**src/rtl/weather_frame_tx.sv**
```systemverilog
// Serial transmitter for the weather-sensor link: captures temperature, humidity and wind
// codes and shifts them out MSB first as TEMP,SEP0,HUM,SEP1,WIND,SEP2 on the one-bit line x.
module weather_frame_tx #(
  parameter int   CODE_W     = 3,
  parameter int   SEP_W      = 2,
  parameter logic IDLE_LEVEL = 1'b0
) (
  input  logic              CLK,
  input  logic              Reset,
  input  logic              start,
  input  logic [CODE_W-1:0] temp,
  input  logic [CODE_W-1:0] hum,
  input  logic [CODE_W-1:0] wind,
  output logic              ready,
  output logic              x,
  output logic              bit_valid,
  output logic              frame_done
);

  localparam int MAX_W = (CODE_W > SEP_W) ? CODE_W : SEP_W;
  localparam int CNT_W = (MAX_W > 1) ? $clog2(MAX_W) : 1;

  localparam logic [CNT_W-1:0] CODE_LAST = CNT_W'(CODE_W - 1);
  localparam logic [CNT_W-1:0] SEP_LAST  = CNT_W'(SEP_W - 1);
  localparam logic [CNT_W-1:0] CNT_ZERO  = {CNT_W{1'b0}};
  localparam logic [CNT_W-1:0] CNT_ONE   = CNT_W'(1);

  // Separator n carries the field index n, truncated to the separator width.
  localparam logic [SEP_W-1:0] SEP0_VAL = SEP_W'(0);
  localparam logic [SEP_W-1:0] SEP1_VAL = SEP_W'(1);
  localparam logic [SEP_W-1:0] SEP2_VAL = SEP_W'(2);

  typedef enum logic [2:0] {
    S_IDLE = 3'd0,
    S_TEMP = 3'd1,
    S_SEP0 = 3'd2,
    S_HUM  = 3'd3,
    S_SEP1 = 3'd4,
    S_WIND = 3'd5,
    S_SEP2 = 3'd6
  } state_t;

  state_t            r_state;
  logic [CNT_W-1:0]  r_cnt;
  logic [CODE_W-1:0] r_temp;
  logic [CODE_W-1:0] r_hum;
  logic [CODE_W-1:0] r_wind;
  logic              r_ready;
  logic              r_x;
  logic              r_bit_valid;
  logic              r_frame_done;

  state_t            w_state_nx;
  logic [CNT_W-1:0]  w_cnt_nx;
  logic              w_accept;
  logic              w_field_end;
  logic [CODE_W-1:0] w_temp_nx;
  logic [CODE_W-1:0] w_hum_nx;
  logic [CODE_W-1:0] w_wind_nx;
  logic [CODE_W-1:0] w_temp_sh;
  logic [CODE_W-1:0] w_hum_sh;
  logic [CODE_W-1:0] w_wind_sh;
  logic [SEP_W-1:0]  w_sep0_sh;
  logic [SEP_W-1:0]  w_sep1_sh;
  logic [SEP_W-1:0]  w_sep2_sh;
  logic              w_x_nx;
  logic              w_bit_valid_nx;
  logic              w_frame_done_nx;
  logic              w_ready_nx;

  assign w_accept    = start & r_ready;
  assign w_field_end = (r_cnt == CNT_ZERO);

  // Codes are latched only on acceptance, so later input changes cannot disturb the frame.
  assign w_temp_nx = w_accept ? temp : r_temp;
  assign w_hum_nx  = w_accept ? hum  : r_hum;
  assign w_wind_nx = w_accept ? wind : r_wind;

  assign w_temp_sh = w_temp_nx >> w_cnt_nx;
  assign w_hum_sh  = w_hum_nx  >> w_cnt_nx;
  assign w_wind_sh = w_wind_nx >> w_cnt_nx;
  assign w_sep0_sh = SEP0_VAL  >> w_cnt_nx;
  assign w_sep1_sh = SEP1_VAL  >> w_cnt_nx;
  assign w_sep2_sh = SEP2_VAL  >> w_cnt_nx;

  // Next state and per-field bit counter.
  always_comb begin
    w_state_nx = r_state;
    w_cnt_nx   = r_cnt - CNT_ONE;
    case (r_state)
      S_IDLE: begin
        if (w_accept) begin
          w_state_nx = S_TEMP;
          w_cnt_nx   = CODE_LAST;
        end else begin
          w_state_nx = S_IDLE;
          w_cnt_nx   = CNT_ZERO;
        end
      end
      S_TEMP: begin
        if (w_field_end) begin
          w_state_nx = S_SEP0;
          w_cnt_nx   = SEP_LAST;
        end else begin
          w_cnt_nx   = r_cnt - CNT_ONE;
        end
      end
      S_SEP0: begin
        if (w_field_end) begin
          w_state_nx = S_HUM;
          w_cnt_nx   = CODE_LAST;
        end else begin
          w_cnt_nx   = r_cnt - CNT_ONE;
        end
      end
      S_HUM: begin
        if (w_field_end) begin
          w_state_nx = S_SEP1;
          w_cnt_nx   = SEP_LAST;
        end else begin
          w_cnt_nx   = r_cnt - CNT_ONE;
        end
      end
      S_SEP1: begin
        if (w_field_end) begin
          w_state_nx = S_WIND;
          w_cnt_nx   = CODE_LAST;
        end else begin
          w_cnt_nx   = r_cnt - CNT_ONE;
        end
      end
      S_WIND: begin
        if (w_field_end) begin
          w_state_nx = S_SEP2;
          w_cnt_nx   = SEP_LAST;
        end else begin
          w_cnt_nx   = r_cnt - CNT_ONE;
        end
      end
      S_SEP2: begin
        // A start taken on the last separator bit chains straight into the next TEMP field.
        if (w_field_end && w_accept) begin
          w_state_nx = S_TEMP;
          w_cnt_nx   = CODE_LAST;
        end else if (w_field_end) begin
          w_state_nx = S_IDLE;
          w_cnt_nx   = CNT_ZERO;
        end else begin
          w_cnt_nx   = r_cnt - CNT_ONE;
        end
      end
      default: begin
        w_state_nx = S_IDLE;
        w_cnt_nx   = CNT_ZERO;
      end
    endcase
  end

  // Output values for the coming cycle, derived from where the FSM is headed.
  always_comb begin
    w_x_nx = IDLE_LEVEL;
    case (w_state_nx)
      S_IDLE:  w_x_nx = IDLE_LEVEL;
      S_TEMP:  w_x_nx = w_temp_sh[0];
      S_SEP0:  w_x_nx = w_sep0_sh[0];
      S_HUM:   w_x_nx = w_hum_sh[0];
      S_SEP1:  w_x_nx = w_sep1_sh[0];
      S_WIND:  w_x_nx = w_wind_sh[0];
      S_SEP2:  w_x_nx = w_sep2_sh[0];
      default: w_x_nx = IDLE_LEVEL;
    endcase
    w_bit_valid_nx  = (w_state_nx != S_IDLE);
    w_frame_done_nx = (w_state_nx == S_SEP2) && (w_cnt_nx == CNT_ZERO);
    w_ready_nx      = (w_state_nx == S_IDLE) || w_frame_done_nx;
  end

  // State, capture and output registers; reset abandons any frame in flight.
  always_ff @(posedge CLK) begin
    if (!Reset) begin
      r_state      <= S_IDLE;
      r_cnt        <= CNT_ZERO;
      r_temp       <= {CODE_W{1'b0}};
      r_hum        <= {CODE_W{1'b0}};
      r_wind       <= {CODE_W{1'b0}};
      r_x          <= IDLE_LEVEL;
      r_bit_valid  <= 1'b0;
      r_frame_done <= 1'b0;
      r_ready      <= 1'b1;
    end else begin
      r_state      <= w_state_nx;
      r_cnt        <= w_cnt_nx;
      r_temp       <= w_temp_nx;
      r_hum        <= w_hum_nx;
      r_wind       <= w_wind_nx;
      r_x          <= w_x_nx;
      r_bit_valid  <= w_bit_valid_nx;
      r_frame_done <= w_frame_done_nx;
      r_ready      <= w_ready_nx;
    end
  end

  assign ready      = r_ready;
  assign x          = r_x;
  assign bit_valid  = r_bit_valid;
  assign frame_done = r_frame_done;

endmodule

```
**config.mk**
```make
export PLATFORM = sky130hd
export DESIGN_NAME = weather_frame_tx
export DESIGN_NICKNAME = d
export VERILOG_FILES = /design/src/rtl/weather_frame_tx.sv
export SDC_FILE = /design/constraint.sdc
export NUM_CORES = 1
export LEC_CHECK = 0
export BUFFER_PORTS_ARGS = -buffer_cell sky130_fd_sc_hd__buf_2
export CORE_MARGIN = 1.5
export CORE_UTILIZATION = 55
export DETAILED_ROUTE_END_ITERATION = 6
export PLACE_DENSITY = 0.81
export SYNTH_ARGS = -nofsm -noshare
export SYNTH_HDL_FRONTEND = slang
export SYNTH_SLANG_ARGS = --single-unit
```
**constraint.sdc**
```tcl
create_clock -name CLK -period 2.2 [get_ports CLK]
set_input_delay 0 -clock CLK [delete_from_list [all_inputs] [get_ports CLK]]
set_output_delay 0 -clock CLK [all_outputs]
set_load 0.05 [all_outputs]
```
======== After elaboration in Yosys (flattened, before gate mapping) ========
Cells that the tools add are included.
operators by class
  add/sub/neg operators ................... 1
  eq/ne operators ......................... 12
  shift operators ......................... 6
  muxes and demuxes ....................... 19
  bitwise gates (word level) .............. 1
  reductions and logical operators ........ 10
operator list
  cell                   count
  $mux W3                10
  $pmux W3 S7            1
  $eq A3 B3 Y1 const B   6
  $eq A3 B2 Y1 const B   4
  $mux W2                5
  $shr A3 B2 Y1          3
  $pmux W2 S4            1
  $eq A3 B1 Y1 const B   2
  $logic_not A3 Y1       2
  $pmux W1 S6            1
  $logic_not A2 Y1       2
  $shr A1 B2 Y1 const A  2
  $reduce_bool A3 Y1     1
  $reduce_or A3 Y1       1
  $logic_and A1 B1 Y1    2
  $reduce_or A2 Y1       1
  $shr A2 B2 Y1 const A  1
  $sub A2 B1 Y2 const B  1
  $and A1 B1 Y1          1
  $logic_or A1 B1 Y1     1
  $mux W1                1
storage, ports and cells
  flip-flop bits (word level) ............. 18

======== Depth between registers and ports, before layout ========
  depth after elaboration ................. 7
  depth in mapped cells ................... 9
  depth with buffers taken out ............ 8

======== Worst setup path after synthesis ========
Ideal clock, no wire load.
  kind .................................... flip-flop to flip-flop
  start point ............................. reg r_ready (netlist: ready)
  end point ............................... reg r_x (netlist: x)
  data arrival time ....................... 1.750 ns
  data required time ...................... 2.068 ns
  path slack .............................. 0.317 ns
  cell stages (with the launch flop) ...... 8
  path buffers ............................ 1
  period minus slack after synthesis ...... 1.883 ns
  path through ............................ dfxtp_1 and2_4 buf_12 mux2_4 a211oi_2 o21ai_0 o211ai_1 o311ai_1
on the way
  cells in the longest elaborated chain, start to end .. 6
ends and longest elaborated chain
  item                                               RTL line  text
  start, declared                                    48        logic r_ready;
  start signal, assigned                             198       r_ready <= w_ready_nx;
  $and A1 B1 Y1 (*)                                  71        assign w_accept = start & r_ready;
  $logic_and A1 B1 Y1                                142       if (w_field_end && w_accept) begin
  $mux W3 / $mux W2 (equally long branches)          142
  $pmux W3 S7 / $pmux W2 S4 (equally long branches)  90        case (r_state)
  $eq A3 B3 Y1, or another cell as far along         162       case (w_state_nx)
  $pmux W1 S6 (*)                                    162
  end signal, assigned                               195       r_x <= w_x_nx;
  end, declared                                      49        logic r_x;
Mark *: on every way between the ends. The rest lies on a longest branch, timed or not.
A chain may end at the register's enable or synchronous reset.

======== Worst setup path after layout ========
  start point ............................. reg r_cnt[0]
  end point ............................... reg r_x (netlist: x)
on the way
  cells in the longest elaborated chain, start to end .. 6
ends and longest elaborated chain
  item                                                      RTL line  text
  start, declared                                           44        logic [CNT_W-1:0] r_cnt;
  start signal, assigned                                    191       r_cnt <= w_cnt_nx;
  $sub A2 B1 Y2 / $logic_not A2 Y1 (equally long branches)  n/a
  $mux W2, or another cell as far along                     145       end else if (w_field_end) begin
  $mux W2 / $mux W3 (equally long branches)                 142
  $pmux W2 S4 / $pmux W3 S7 (equally long branches)         90
  $shr A2 B2 Y1, or another cell as far along               84        assign w_sep2_sh = SEP2_VAL >> w_cnt_nx;
  $pmux W1 S6 (*)                                           162
Marks and branches as above.

==> metrics.cfg <==
[run_status]
outcome=finished with violations
failing_checks=negative hold slack

[sta]
grt_setup_unrepaired=no
setup_viol=0
maxSlewHeadroom_pct=66.6
skew_ns=0.00738
worst_hold_slack_ns=-0.00923
timing.final.ws_setup_ns=0.334
clock_period_minus_worst_slack_ns=1.87
worst-slew-pin-transition_ns=0.501
timing.setup.tns_ns=0
fin_hold_viols=1
fmaxAchievable_mhz=536
slew_violations=0
min_period_over_period_pct=84.8

[yosys]
ys_seq_elements=18
ys_types=44
synth_enable_flop_cells=0
post_synth_arst_share_pct=0
synth_area_um2=1090
synth_cells=128
synth_nets=144
avgSynthCellArea_um2=8.48
synth_seq_area_share_pct=33.2
yosysWarnings=0
synthFlopType=sky130_fd_sc_hd__dfxtp_1

[power]
max-vdd-ir-drop_uv=537
seq_power_share_pct=35.3
netsw_uw=566
power_density_nw_per_um2=1010
power_leakage_uw=0.000551
power.share.switching_pct=44.1
comb_power_share_pct=48.2
p_int_uw=717
share_clk_of_total_power_pct=16.5

[worst_setup_path]
crit_chain=inv_1, ha_1, buf_4, and4_1, o32ai_1, a22o_2, and4bb_1, o211ai_1, o311ai_1
setup.reg_to_reg.worst_slack_ns=0.33
timing.reg2reg.worst_path_depth=9
critPathMaxFanout=15
worst-endpoint-arrival_ns=2.05
cpLargestDelayFamily=compound AO/OA/AOI/OAI gates
timing.critical_path.required_ns=2.38
path_class=flip-flop to flip-flop
crit-reg2reg-launch=r_cnt[0]
cp_slowest_stage_delay_ns=0.33
crit_path_start_kind=flip-flop
worst_setup_path_startpoint=r_cnt[0]
critical_path_sink_type=flip-flop
critical_path.slowest_cell=sky130_fd_sc_hd__dfxtp_1
critical_path.reg2reg.endpoint=x
cp.buffers_inverters=2

[die]
chipHeight_um=47.4
placeableCoreArea_um2=1780
placementRows=15
die_w_um=47.4
floorplan.initialDensity_pct=60.9
dieArea_um2=2250
io-pin-count=16

[global_route]
grt_max_degree=16
number_of_global_route_vias_before_repair=975
number_of_antenna_violations_at_the_first_check_in_global_routing=0
grt-ovfl-total=0
grt_pass1_wl_mm=3.97
grt_usage_pct=24.6

[finish]
layout.filler_cells=143
layout-area-overhead-vs-synth_pct=16.6
drive_above_1_share_pct=20.7
finish.instance_area_um2=1270
most_common_cell_after_layout_fill_and_taps_aside=sky130_fd_sc_hd__dfxtp_1
antenna_cells_inserted=0
fin_nets=167
final_cell_mix=sky130_fd_sc_hd__dfxtp_1 (18), sky130_fd_sc_hd__buf_2 (15), sky130_fd_sc_hd__nor2_1 (13), sky130_fd_sc_hd__nand2_1 (10), sky130_fd_sc_hd__a21oi_1 (10)

[detailed_routing]
drc=0
drt-initial-drc-count=63
drt_pass1_iterations=5
vias=1043
detail_route.wl_per_cell_um=14.2
totalWireLength_mm=2.48
post_drt_via_cell_ratio=5.96
drtAntennaViolNets=0

[clock_network]
tritoncts=built
cts-root-buf=sky130_fd_sc_hd__clkbuf_4
htreeDepth=1
clk_latency_worst_skew_pair_ns=0.30
numCtsBuffers=3
path_clk_slew_ns=0.11
clock_tree.buffer_depth=2
cts_sinks=18
cts_repair_resize_count=0

[place]
cell_area_reported_after_detailed_placement_um2=1150
setup_slack_at_placement_ns=0.361
placement.io_buffers=15
place_hpwl_mm=1.72
final_replace_weighted_congestion=0.823

[min_path]
worst_hold_path.endpoint=r_wind[0]
hold-path-cell-count=3
min-delay-path-class=input port to flip-flop
hold_path_startpoint=wind[0]

[job]
max_cap_viol_count=0

cell families (layout without fill, tap and decap cells):
family	Yosys count	in the layout	synth area share, %
AND/OR/NAND/NOR	41	41	19.6
buffers and inverters	15	37	8.41
flip-flops	18	18	33.2
adder cells (fa/ha/maj)	4	4	4.61
multiplexers	9	9	9.10
AO/OA/AOI/OAI	41	41	25.1
tightest hold or removal path: stages:
cell                      delay, ns
sky130_fd_sc_hd__buf_2         0.08
sky130_fd_sc_hd__mux2i_1       0.08
sky130_fd_sc_hd__nor2_1        0.10
metrics by stage:
stage,total power (uW),instances,hold slack [ns],utilization (%)
3_5_place_dp,1050,163,0.264,64.5
5_1_grt,1360,175,0.0277,71.0
3_3_place_gp,1030,163,0.261,64.5
6_report,1280,175,-0.00923,71.0
4_1_cts,1270,175,0.00227,71.0
2_1_floorplan,939,128,0.122,-
layer usage:
layer	vias up	global-route usage (%)	wire (um)
met5	-	0	0
met4	0	8.89	35
met3	6	6.42	174
met2	48	41.4	1160
met1	481	30.3	1120
li1	508	-	-
sequential cells by signal, summed over array words and instances, names as in the netlist:
signal      count
bit_valid       1
r_hum           3
r_state         3
ready           1
r_wind          3
r_cnt           2
x               1
r_temp          3
frame_done      1
power by group through the flow:
stage / Sequential, uW / Clock, uW / Combinational, uW
finish: 453 / 212 / 618
global route: 460 / 226 / 672
CTS: 450 / 211 / 607
detailed placement: 457 / 0 / 589
global placement: 454 / 0 / 575
floorplan: 475 / 0 / 465
worst max-delay path by stage:
stage / endpoint / slack [ns] / cells after the start
after floorplan: x / 0.32 / 7
after global placement: x / 0.47 / 9
after detailed placement: x / 0.36 / 9
after CTS: x / 0.35 / 9
after global routing: x / 0.25 / 9
final: x / 0.33 / 9
what timing repair did:
item | CTS | global route
hold endpoints to repair | 9 | 0
hold buffers | 8 | 0
endpoints found under the setup margin | 0 | 0
setup buffers | 0 | 0
synth_stat cells, drive strengths merged (2+ instances only):
| library cell | n | share of area (%) |
|---|---|---|
| nor2b | 2 | 1.8 |
| a211oi | 4 | 3.2 |
| mux2i | 8 | 7.7 |
| and2 | 2 | 1.4 |
| a31oi | 2 | 1.2 |
| dfxtp | 18 | 33 |
| nor3 | 2 | 0.92 |
| nand3 | 5 | 2.3 |
| a22o | 2 | 1.7 |
| buf | 7 | 5.6 |
| o211ai | 2 | 1.4 |
| o211a | 2 | 1.8 |
| nor2 | 14 | 5.1 |
| inv | 7 | 2.4 |
| ha | 4 | 4.6 |
| nand2 | 10 | 3.5 |
| a21oi | 10 | 4.6 |
| o21ai | 12 | 5.5 |
cell type report:
type / instances / area, um^2 / share of cell area [%]
inverters: 7 / 26.3 / 2.08
repair buffers: 26 / 178 / 14.0
well taps: 25 / 31.3 / 2.47
flip-flops and latches: 18 / 360 / 28.5
clock buffers: 4 / 36.3 / 2.87
multi-input cells: 95 / 634 / 50.1
No activity file was read; power rests on OpenSTA's default activity.
